`config.mk`:
```
export PLATFORM = sky130hd
export DESIGN_NAME = dense_argmax_classifier
export DESIGN_NICKNAME = d
export VERILOG_FILES = /design/src/rtl/dense_argmax_classifier.sv
export SDC_FILE = /design/constraint.sdc
export NUM_CORES = 1
export LEC_CHECK = 0
export BUFFER_PORTS_ARGS = -buffer_cell sky130_fd_sc_hd__buf_4
export CAP_MARGIN = 20
export CORE_ASPECT_RATIO = 1.4
export CORE_UTILIZATION = 46
export DETAILED_ROUTE_END_ITERATION = 8
export PLACE_DENSITY = 0.76
export SLEW_MARGIN = 20
export SYNTH_ARGS = -nofsm -noshare
export SYNTH_HDL_FRONTEND = slang
export SYNTH_SLANG_ARGS = --single-unit
```
`constraint.sdc`:
```
create_clock -name clk -period 3.95 [get_ports clk]
set_clock_uncertainty 0.1 [all_clocks]
set_input_delay 0.1975 -clock clk [delete_from_list [all_inputs] [get_ports clk]]
set_output_delay 0.1975 -clock clk [all_outputs]
set_load 0.05 [all_outputs]
```
`src/rtl/dense_argmax_classifier.sv`:
```
// dense_argmax_classifier: latches a signed score vector, scans it one entry per cycle for the
// maximum (lowest index wins ties) and presents index, score and threshold hit through a valid/ready handshake.
module dense_argmax_classifier #(
    parameter int                N_CLASSES = 8,
    parameter logic signed [7:0] MIN_SCORE = 8'sd16,
    parameter int                IDX_W     = (N_CLASSES > 1) ? $clog2(N_CLASSES) : 1
) (
    input  logic                 clk,
    input  logic                 rst,
    input  logic                 in_valid,
    output logic                 in_ready,
    input  logic signed [7:0]    scores [0:N_CLASSES-1],
    output logic                 out_valid,
    input  logic                 out_ready,
    output logic [IDX_W-1:0]     class_idx,
    output logic signed [7:0]    class_score,
    output logic                 class_detected,
    output logic                 busy
);
    typedef enum logic [1:0] {IDLE, SCAN, DONE} state_t;

    state_t            r_state, w_next;
    logic signed [7:0] r_buf [0:N_CLASSES-1];
    logic signed [7:0] r_best, r_class_score, w_cand, w_max;
    logic [IDX_W-1:0]  r_best_idx, r_cnt, r_class_idx, w_max_idx;
    logic              r_class_detected, w_accept, w_gt, w_last;

    assign w_accept  = (r_state == IDLE) && in_valid;
    assign w_cand    = r_buf[r_cnt];
    assign w_gt      = w_cand > r_best;
    assign w_max     = w_gt ? w_cand : r_best;
    assign w_max_idx = w_gt ? r_cnt : r_best_idx;
    assign w_last    = r_cnt == IDX_W'(N_CLASSES - 1);

    assign in_ready       = (r_state == IDLE) && !rst;
    assign out_valid      = r_state == DONE;
    assign busy           = r_state != IDLE;
    assign class_idx      = r_class_idx;
    assign class_score    = r_class_score;
    assign class_detected = r_class_detected;

    always_ff @(posedge clk or posedge rst) begin
        if (rst)
            r_state <= IDLE;
        else
            r_state <= w_next;
    end

    always_comb begin
        w_next = (r_state == IDLE) ? (in_valid ? ((N_CLASSES == 1) ? DONE : SCAN) : IDLE) :
                 (r_state == SCAN) ? (w_last ? DONE : SCAN) :
                 (r_state == DONE) ? (out_ready ? IDLE : DONE) : IDLE;
    end

    // Buffer is deliberately not reset; it is fully overwritten on every accept.
    always_ff @(posedge clk) begin
        if (w_accept)
            r_buf <= scores;
    end

    always_ff @(posedge clk or posedge rst) begin
        if (rst) begin
            r_best           <= '0;
            r_best_idx       <= '0;
            r_cnt            <= '0;
            r_class_idx      <= '0;
            r_class_score    <= '0;
            r_class_detected <= 1'b0;
        end else if (w_accept) begin
            r_best     <= scores[0];
            r_best_idx <= '0;
            r_cnt      <= IDX_W'(1);
            if (N_CLASSES == 1) begin
                r_class_idx      <= '0;
                r_class_score    <= scores[0];
                r_class_detected <= scores[0] >= MIN_SCORE;
            end
        end else if (r_state == SCAN) begin
            r_cnt      <= r_cnt + 1'b1;
            r_best     <= w_max;
            r_best_idx <= w_max_idx;
            if (w_last) begin
                r_class_idx      <= w_max_idx;
                r_class_score    <= w_max;
                r_class_detected <= w_max >= MIN_SCORE;
            end
        end
    end
endmodule

```
==> reports/qor.txt, run 1 <==
FP Rows: 40
GRT Util Overall: 0.221
number of synthesized register bits: 92
routability congestion estimate: 0.852
Seq/Total Area, Yosys: 0.650
initial core utilization: 0.472
Avg Cell Area, Syn: 14.2 sq um
height of the die: 113 um
wire length per cell: 16.5 um
asr flop ratio synth: 0.304
worst path arrival time: 3880 ps
CTS Hold Bufs: 65
Slew HR: 0.373
WS Path Type: reg -> reg
antenna diode count: 0
Vias: 2939
Gate Count Post-Synth: 285
largest net degree at the start of global routing: 55
total global routing overflow: 0
PD cells: 802 nW/um^2
Sum Neg Setup Slack: 0 ps
Least-Margin Pin Slew: 939 ps
clock latency on the worst-skew pair: 350 ps
crit-path max FO: 13
router iterations before antenna repair: 4
Clock Sinks: 92
DP HPWL: 5.71 mm
synthesis warning total: 0
worst vdd ir: 456 uV
Final Max Slew Viols: 0
first-pass GRT wire length: 14.8 mm
vias in the first global route: 3044
post-route ant nets: 0
root buf cell: clkbuf_16
CP Capture Type: flip-flop
crit share post-route: 0.938
full die area: 9160 sq um
Max-cap violations: 0
TritonCTS clock tree: done
CP Launch Type: flip-flop
area grow syn2layout: 42.5%
CTS resizes: 0
LEAKAGE: 0.00231 uW
Reg2Reg Setup Slack: 250 ps
Avg Vias per Cell: 5.37
drc violations: 0
setup bufs post-CTS: 0
# setup viols final: 0
RSZ-0062 raised after global routing: false
status: complete, no violations
Post-Syn Area: 4040 sq um
CTS buffer count: 9
CTS Buffer Depth: 2
layout cells sized above 1: 0.285
Core Region: 8560 sq um
Die W: 81.2 um
CTS clk-pin slew, worst paths: 70 ps
final net count: 515
Ports: 83
Net Count, Synth: 363
Port-buffer cells: 82
Max Clock Freq: 270 MHz
DR iter-0 viols: 170
Synth cell types: 44
antenna violations before repair: 0
CTS H-tree depth: 3
routed wire length: 9.02 mm
main flop type after synthesis: edfxtp_1
Critical Path RT: 4130 ps
Post-synth EDFFs: 64
final hold vios: 0
minimum clock period: 3700 ps
Final Hold Slack: 77.8 ps
Hold Crit Class: in -> reg
==> cells in the mapped netlist, types with 2 or more instances <==
cell type  count  share of area
o21a_1         4         0.0074
a211oi_1       3         0.0056
a31oi_1       12          0.019
clkbuf_1      11          0.010
nor4_1         2         0.0031
inv_1         13          0.012
buf_2          3         0.0037
o22ai_1        2         0.0031
ha_1          10          0.031
and2_1         8          0.012
nand4_1        2         0.0031
nor2b_1        4         0.0062
a21oi_1        5         0.0062
nand2b_1       2         0.0031
o21ai_0        7         0.0087
mux2i_1       12          0.030
nor3_1         4         0.0050
nor2_1        20          0.019
nand2_1        5         0.0047
o31ai_1        2         0.0037
dfrtp_1       28           0.17
a22o_1         3         0.0065
edfxtp_1      64           0.48
mux2_2         2         0.0056
mux4_2        11          0.061
o21ai_1        9          0.011
nand3_1       11          0.014
a22oi_1        3         0.0056
a221o_1        8          0.020
==> layer usage <==
metal | part of all wire | vias up | track usage
met5 | 0 | - | 0
met4 | 0.034 | 0 | 0.115
met3 | 0.032 | 23 | 0.0339
met2 | 0.52 | 89 | 0.359
met1 | 0.42 | 1419 | 0.283
li1 | - | 1408 | -
==> metrics by stage <==
step	std cells	power (uW)	utilization	cell area, sq um	setup WS, ps
floorplan	285	3130	-	4040	324
global placement	465	3660	0.559	4790	46.4
detailed placement	465	3700	0.560	4790	352
CTS	546	4630	0.671	5740	305
global route	547	4920	0.672	5750	37.5
finish	547	4610	0.672	5750	246
==> layout by cell type (no fill, tap or decap), drive strengths merged, types with 2 or more instances in the layout <==
cell / synthesis / layout
mux2: 3 / 3
a31oi: 12 / 12
clkinvlp: 0 / 2
nand2: 5 / 5
and2: 9 / 9
a221o: 8 / 8
a211oi: 3 / 3
mux2i: 12 / 12
o21ai: 16 / 16
o21a: 4 / 4
a22o: 3 / 3
buf: 6 / 92
clkbuf: 11 / 9
clkinv: 1 / 2
edfxtp: 64 / 64
nor4: 2 / 2
nor3: 4 / 4
o31ai: 2 / 2
mux4: 11 / 11
inv: 13 / 16
dlygate4sd3: 0 / 66
o22ai: 2 / 2
nor2: 20 / 20
nand3: 11 / 11
a21oi: 5 / 5
dfrtp: 28 / 28
nand4: 2 / 2
nor2b: 4 / 4
nand2b: 2 / 2
a22oi: 3 / 3
ha: 10 / 10
==> critical path, stage by stage, from the launching register on <==
cell      delay [ps]
dfrtp_1          650
buf_4            260
mux4_2           200
nor2_1            50
a221oi_1         470
ha_1             340
nand4_1          110
o22ai_1          110
a31o_2           330
a21oi_1          740
a221o_1          270
==> kinds of logic after synthesis <==
kind of cell,count (synthesis),share of synthesized area
DFF,92,0.650
AOI/OAI and AO/OA,65,0.112
and+or+nand+nor,61,0.0747
buffers and inverters,31,0.0325
muxes,26,0.100
adders and majority gates,10,0.0310
==> worst paths after layout <==
check                                           from                        end  cells after the start
setup / recovery                r_cnt[1]$_DFFE_PP0P_      r_best[0]$_DFFE_PP0P_                     10
hold / removal                              in_valid       r_state[0]$_DFF_PP0_                      3
setup reg to reg                r_cnt[1]$_DFFE_PP0P_      r_best[0]$_DFFE_PP0P_                     10
hold reg to reg            r_best_idx[1]$_DFFE_PP0P_  r_best_idx[1]$_DFFE_PP0P_                      1
max in group asynchronous                        rst   class_idx[1]$_DFFE_PP0P_                      3
min in group asynchronous                        rst       r_state[1]$_DFF_PP0_                      3
==> power breakdown <==
part	leakage, uW	switching (uW)	internal (uW)	total (uW)
sequential	0.000926	185	1340	1530
combinational	0.00125	1290	936	2230
clock	0.000143	367	494	861
==> final cells by class <==
class	count	area [sq um]
flip-flops and latches	92	2620
well taps	105	131
fillers	582	2810
inverters	14	52.6
repair buffers	158	1350
clock buffers	9	225
clock inverters	7	73.8
multi-input cells	162	1290
==> sequential cells by signal, summed over array words and instances, names as in the netlist <==
register,count
r_cnt,3
r_best,8
class_detected,1
class_idx,3
r_buf,64
class_score,8
r_best_idx,3
r_state,2
Note: power is estimated with default switching activity, not from simulation.
==> run 2: changes to the inputs <==
--- a/config.mk
+++ b/config.mk
@@ -7,10 +7,12 @@
 export LEC_CHECK = 0
 export BUFFER_PORTS_ARGS = -buffer_cell sky130_fd_sc_hd__buf_4
 export CAP_MARGIN = 20
+export CELL_PAD_IN_SITES_DETAIL_PLACEMENT = 1
+export CELL_PAD_IN_SITES_GLOBAL_PLACEMENT = 2
 export CORE_ASPECT_RATIO = 1.4
-export CORE_UTILIZATION = 46
+export CORE_UTILIZATION = 37
 export DETAILED_ROUTE_END_ITERATION = 8
-export PLACE_DENSITY = 0.76
+export PLACE_DENSITY = 0.86
 export SLEW_MARGIN = 20
 export SYNTH_ARGS = -nofsm -noshare
 export SYNTH_HDL_FRONTEND = slang
==> reports/qor.txt, run 2 (synthesis results as in run 1) <==
WS Path Type: reg -> reg
Reg2Reg Capture Point: r_best[3]$_DFFE_PP0P_
vias in the first global route: 3399
largest net degree at the start of global routing: 75
CP max stage cell: dfrtp_1
worst hold endpoint: r_state[0]$_DFF_PP0_
Port-buffer cells: 82
CTS H-tree depth: 3
area grow syn2layout: 42.3%
sequential share of power: 0.337
Largest register FFs: 64
critical path, cell by cell: buf_4 -> mux4_2 -> o21a_1 -> ha_1 -> nor2b_1 -> o211a_1 -> o21a_1 -> o31ai_1 -> buf_4 -> a221o_1
Final Max Slew Viols: 0
Worst R2R Start: r_cnt[1]$_DFFE_PP0P_
Worst Setup SP: r_cnt[1]$_DFFE_PP0P_
LEAKAGE: 0.00229 uW
Max-cap violations: 0
Least-Margin Pin Slew: 876 ps
Critical Path RT: 4070 ps
CTS Buffer Depth: 2
Slew HR: 0.416
wire length per cell: 19.3 um
sw power: 1890 uW
post-layout util: 0.546
Net Sw Frac: 0.412
Vias: 3018
Post-Place Setup Slack: 71.0 ps
status: complete, no violations
Sum Neg Setup Slack: 0 ps
antenna violations before repair: 0
Clk pwr share: 0.174
CTS buffer count: 9
crit share post-route: 0.925
Avg Vias per Cell: 5.22
worst vdd ir: 367 uV
layout cells sized above 1: 0.277
# setup viols final: 0
crit-path max FO: 22
CTS clk-pin slew, worst paths: 60 ps
total global routing overflow: 0
root buf cell: clkbuf_16
final net count: 513
Pint: 2700 uW
min-delay src: in_valid
FP Rows: 44
most frequent cells in the layout: buf_4 (90), dlygate4sd3_1 (66), edfxtp_1 (64)
RSZ-0062 raised after global routing: false
worst path arrival time: 3780 ps
Hold Path Cell Cnt: 3
routed wire length: 11.2 mm
final hold vios: 0
initial core utilization: 0.384
routability congestion estimate: 0.797
post-route ant nets: 0
GRT Util Overall: 0.211
Reg2Reg Setup Slack: 290 ps
placed cells: 496
PnR Total Power: 4590 uW
combinational cell fraction of total power: 0.489
Max Clock Freq: 274 MHz
first-pass GRT wire length: 17.9 mm
DR iter-0 viols: 131
Core Region: 10500 sq um
setup bufs post-CTS: 0
Worst Reg2Reg Path Length in Cells: 10
TritonCTS clock tree: done
full die area: 11300 sq um
setup ws final: 295 ps
minimum clock period: 3660 ps
drc violations: 0
CP Launch Type: flip-flop
Clock Sinks: 92
CP Capture Type: flip-flop
Ports: 83
clock latency on the worst-skew pair: 350 ps
Hold Crit Class: in -> reg
height of the die: 126 um
Die W: 90.3 um
antenna diode count: 0
post-route insts no fill: 578
CP peak stage delay: 690 ps
Top reg by flops: r_buf
commonest non-fill, non-tap cell in the layout: buf_4
PD cells: 799 nW/um^2
DP HPWL: 6.62 mm
router iterations before antenna repair: 4
-- run 2: cell count changes in the layout (fill, tap and decap cells not counted) --
cell,delta
a21oi_1,-1
a21oi_2,+1
buf_4,-2
bufinv_16,-1
clkbuf_1,+1
clkinv_1,+1
clkinv_2,+1
clkinv_4,+1
clkinvlp_2,-1
inv_6,-2
o31ai_1,+1
o31ai_2,-1
-- run 2: final cells by class --
type                       instances  area (sq um)
sequential                        92          2620
timing repair buffer             156          1340
inverter                          14          52.6
tap                              138           173
multi-input combinational        162          1290
clock buffer                      10           229
fill                            1060          4770
clock inverter                     6          38.8
-- run 2: per-stage QoR --
stage                     hold slack (ps)  cell area [sq um]
after floorplan                       163               4040
after global placement                277               4810
after detailed placement              277               4810
after CTS                            56.5               5730
after global routing                  137               5750
final                                 120               5750
-- run 2: how the worst max path moves through the flow --
stage                                  endpoint  slack [ps]  cells after the start
after floorplan            r_cnt[1]$_DFFE_PP0P_         320                      5
after global placement    r_best[1]$_DFFE_PP0P_         290                     10
after detailed placement  r_best[7]$_DFFE_PP0P_          70                     10
after CTS                 r_best[3]$_DFFE_PP0P_          40                     10
after global routing      r_best[0]$_DFFE_PP0P_           6                     11
final                     r_best[3]$_DFFE_PP0P_         290                     10
-- run 2: what timing repair did --
| item | 4_1_cts | 5_1_grt |
|---|---|---|
| hold endpoints to repair | 65 | 28 |
| setup endpoints to repair | 0 | 11 |
| hold buffers | 65 | 1 |
| gates resized for setup | 0 | 1 |
-- run 2: critical path: cells and delay by family, from the launching register on --
| kind | cells | cell delay [ps] |
|---|---|---|
| compound gates | 5 | 1290 |
| fa+ha+maj | 1 | 300 |
| buf+inv | 2 | 610 |
| flops | 1 | 690 |
| mux | 1 | 360 |
| simple gates | 1 | 150 |
-- run 2: metal layers --
| metal | wire length [um] | track usage | vias up |
|---|---|---|---|
| li1 | - | - | 1407 |
| met5 | 0 | 0 | - |
| met4 | 342 | 0.0977 | 0 |
| met1 | 4200 | 0.223 | 1501 |
| met2 | 6280 | 0.401 | 86 |
| met3 | 352 | 0.0383 | 24 |
-- run 2: power groups by stage --
stage,clock network (uW),registers (uW),logic (uW)
after CTS,802,1550,2240
after global routing,837,1590,2490
after global placement,0,1550,2120
final,799,1550,2250
after detailed placement,0,1570,2170
after floorplan,0,1680,1450
==> run 3: changes to the inputs <==
--- a/config.mk
+++ b/config.mk
@@ -10,9 +10,9 @@
 export CELL_PAD_IN_SITES_DETAIL_PLACEMENT = 1
 export CELL_PAD_IN_SITES_GLOBAL_PLACEMENT = 2
 export CORE_ASPECT_RATIO = 1.4
-export CORE_UTILIZATION = 37
+export CORE_UTILIZATION = 34
 export DETAILED_ROUTE_END_ITERATION = 8
-export PLACE_DENSITY = 0.86
+export PLACE_DENSITY_LB_ADDON = 0.1
 export SLEW_MARGIN = 20
 export SYNTH_ARGS = -nofsm -noshare
 export SYNTH_HDL_FRONTEND = slang
==> constraint.sdc (replaced) <==
create_clock -name clk -period 3.15 [get_ports clk]
set_clock_uncertainty 0.1 [all_clocks]
set_input_delay 0.1575 -clock clk [delete_from_list [all_inputs] [get_ports clk]]
set_output_delay 0.1575 -clock clk [all_outputs]
set_load 0.05 [all_outputs]
==> reports/qor.txt, run 3 (synthesis results as in run 1) <==
status: complete, no violations
drc violations: 0
routed wire length: 10.4 mm
largest net degree at the start of global routing: 75
CP max stage cell: mux4_2
DP HPWL: 6.89 mm
PD cells: 1030 nW/um^2
LEAKAGE: 0.00236 uW
CTS Buffer Depth: 2
setup bufs post-CTS: 0
Critical Path RT: 3280 ps
Fillers: 1155
Slew HR: 0.422
most frequent cells in the layout: buf_4 (95), dlygate4sd3_1 (66), edfxtp_1 (64)
routability congestion estimate: 0.782
Final Hold Slack: 17.5 ps
Vias: 2913
initial core utilization: 0.352
crit-path max FO: 18
CTS clk-pin slew, worst paths: 70 ps
layout cells sized above 1: 0.303
Ports: 83
post-route insts no fill: 593
post-route ant nets: 0
Avg Vias per Cell: 4.91
Final Max Slew Viols: 0
TritonCTS clock tree: done
placed cells: 510
Hold Crit Class: in -> reg
CTS H-tree depth: 3
DR iter-0 viols: 85
Top reg by flops: r_buf
CP Capture Type: flip-flop
GRT Util Overall: 0.180
full die area: 12300 sq um
CP peak stage delay: 500 ps
commonest non-fill, non-tap cell in the layout: buf_4
final net count: 522
worst path arrival time: 3120 ps
FP Rows: 46
Clock Sinks: 92
PnR Total Power: 6090 uW
crit share post-route: 0.951
Largest register FFs: 64
area grow syn2layout: 46.2%
Least-Margin Pin Slew: 867 ps
height of the die: 131 um
CP Buf/Inv Count: 2
final hold vios: 0
antenna diode count: 0
clock latency on the worst-skew pair: 340 ps
antenna violations before repair: 0
Port-buffer cells: 82
CTS buffer count: 9
# setup viols final: 0
root buf cell: clkbuf_16
worst vdd ir: 428 uV
Core Region: 11500 sq um
Max Clock Freq: 334 MHz
Die W: 94.1 um
RSZ-0062 raised after global routing: false
Crit path max-delay family: multiplexers
Max-cap violations: 0
CP Launch Type: flip-flop
vias in the first global route: 3102
total global routing overflow: 0
router iterations before antenna repair: 4
first-pass GRT wire length: 16.3 mm
minimum clock period: 3000 ps
critical path, cell by cell: buf_12 -> mux4_2 -> mux2_4 -> ha_1 -> nand4_1 -> o22ai_1 -> a31oi_2 -> o31ai_2 -> buf_2 -> a221o_1
WS Path Type: reg -> reg
wire length per cell: 17.6 um
==> run 3: changes by cell type in the layout (fill, tap and decap cells not counted), sizes merged <==
cell    delta
clkinv     -1
buf        +9
bufinv     +1
inv        +1
clkbuf     -1
==> run 3: timing repair <==
action                                  in CTS  in global routing
hold buffers                                66                  0
endpoints found under the setup margin      11                 19
resized for setup                            1                  9
cloned                                       0                  1
hold endpoints to repair                    85                  0
==> run 3: area by class of cell <==
type | instances | area, sq um | share of cell area
inverters | 14 | 52.6 | 0.00890
multi-input cells | 162 | 1320 | 0.223
clock buffers | 9 | 225 | 0.0382
well taps | 144 | 180 | 0.0305
repair buffers | 165 | 1430 | 0.242
clock inverters | 7 | 72.6 | 0.0123
flip-flops and latches | 92 | 2620 | 0.444
==> run 3: path summary, 6_finish.rpt <==
kind	startpoint	end	depth (start not counted)	slack, ps
setup / recovery	r_cnt[1]$_DFFE_PP0P_	r_best[0]$_DFFE_PP0P_	10	150
min in group asynchronous	rst	r_state[0]$_DFF_PP0_	3	460
max in group asynchronous	rst	class_score[1]$_DFFE_PP0P_	4	1830
hold / removal	in_valid	r_state[0]$_DFF_PP0_	3	20
setup reg to reg	r_cnt[1]$_DFFE_PP0P_	r_best[0]$_DFFE_PP0P_	10	150
hold reg to reg	r_best_idx[0]$_DFFE_PP0P_	r_best_idx[0]$_DFFE_PP0P_	1	410
==> run 3: stage by stage <==
stage          worst slack (ps)  cell area (sq um)  utilization  setup TNS, ps
3_5_place_dp               -150               4910        0.428          -1480
2_1_floorplan              33.9               4040            -              0
4_1_cts                    80.9               5870        0.512              0
5_1_grt                    10.5               5900        0.515              0
3_3_place_gp               -171               4910        0.428          -1760
6_report                    154               5900        0.515              0
==> run 3: routing by layer <==
layer,wire [um],GRT usage,share of wire
met2,5520,0.314,0.53
met3,333,0.0289,0.032
met5,0,0,0
met4,167,0.0787,0.016
met1,4390,0.218,0.42
==> run 3: worst min-delay path, delay by kind of cell <==
kind	cells	cell delay [ps]
buffers and inverters	2	150
AO/OA/AOI/OAI	1	110
==> run 3: report_power, final <==
group	internal, uW	leakage, uW	switching [uW]	total [uW]
logic	1330	0.00129	1810	3140
registers	1680	0.000925	181	1860
clock network	618	0.000144	475	1090
total	3630	0.00236	2460	6090
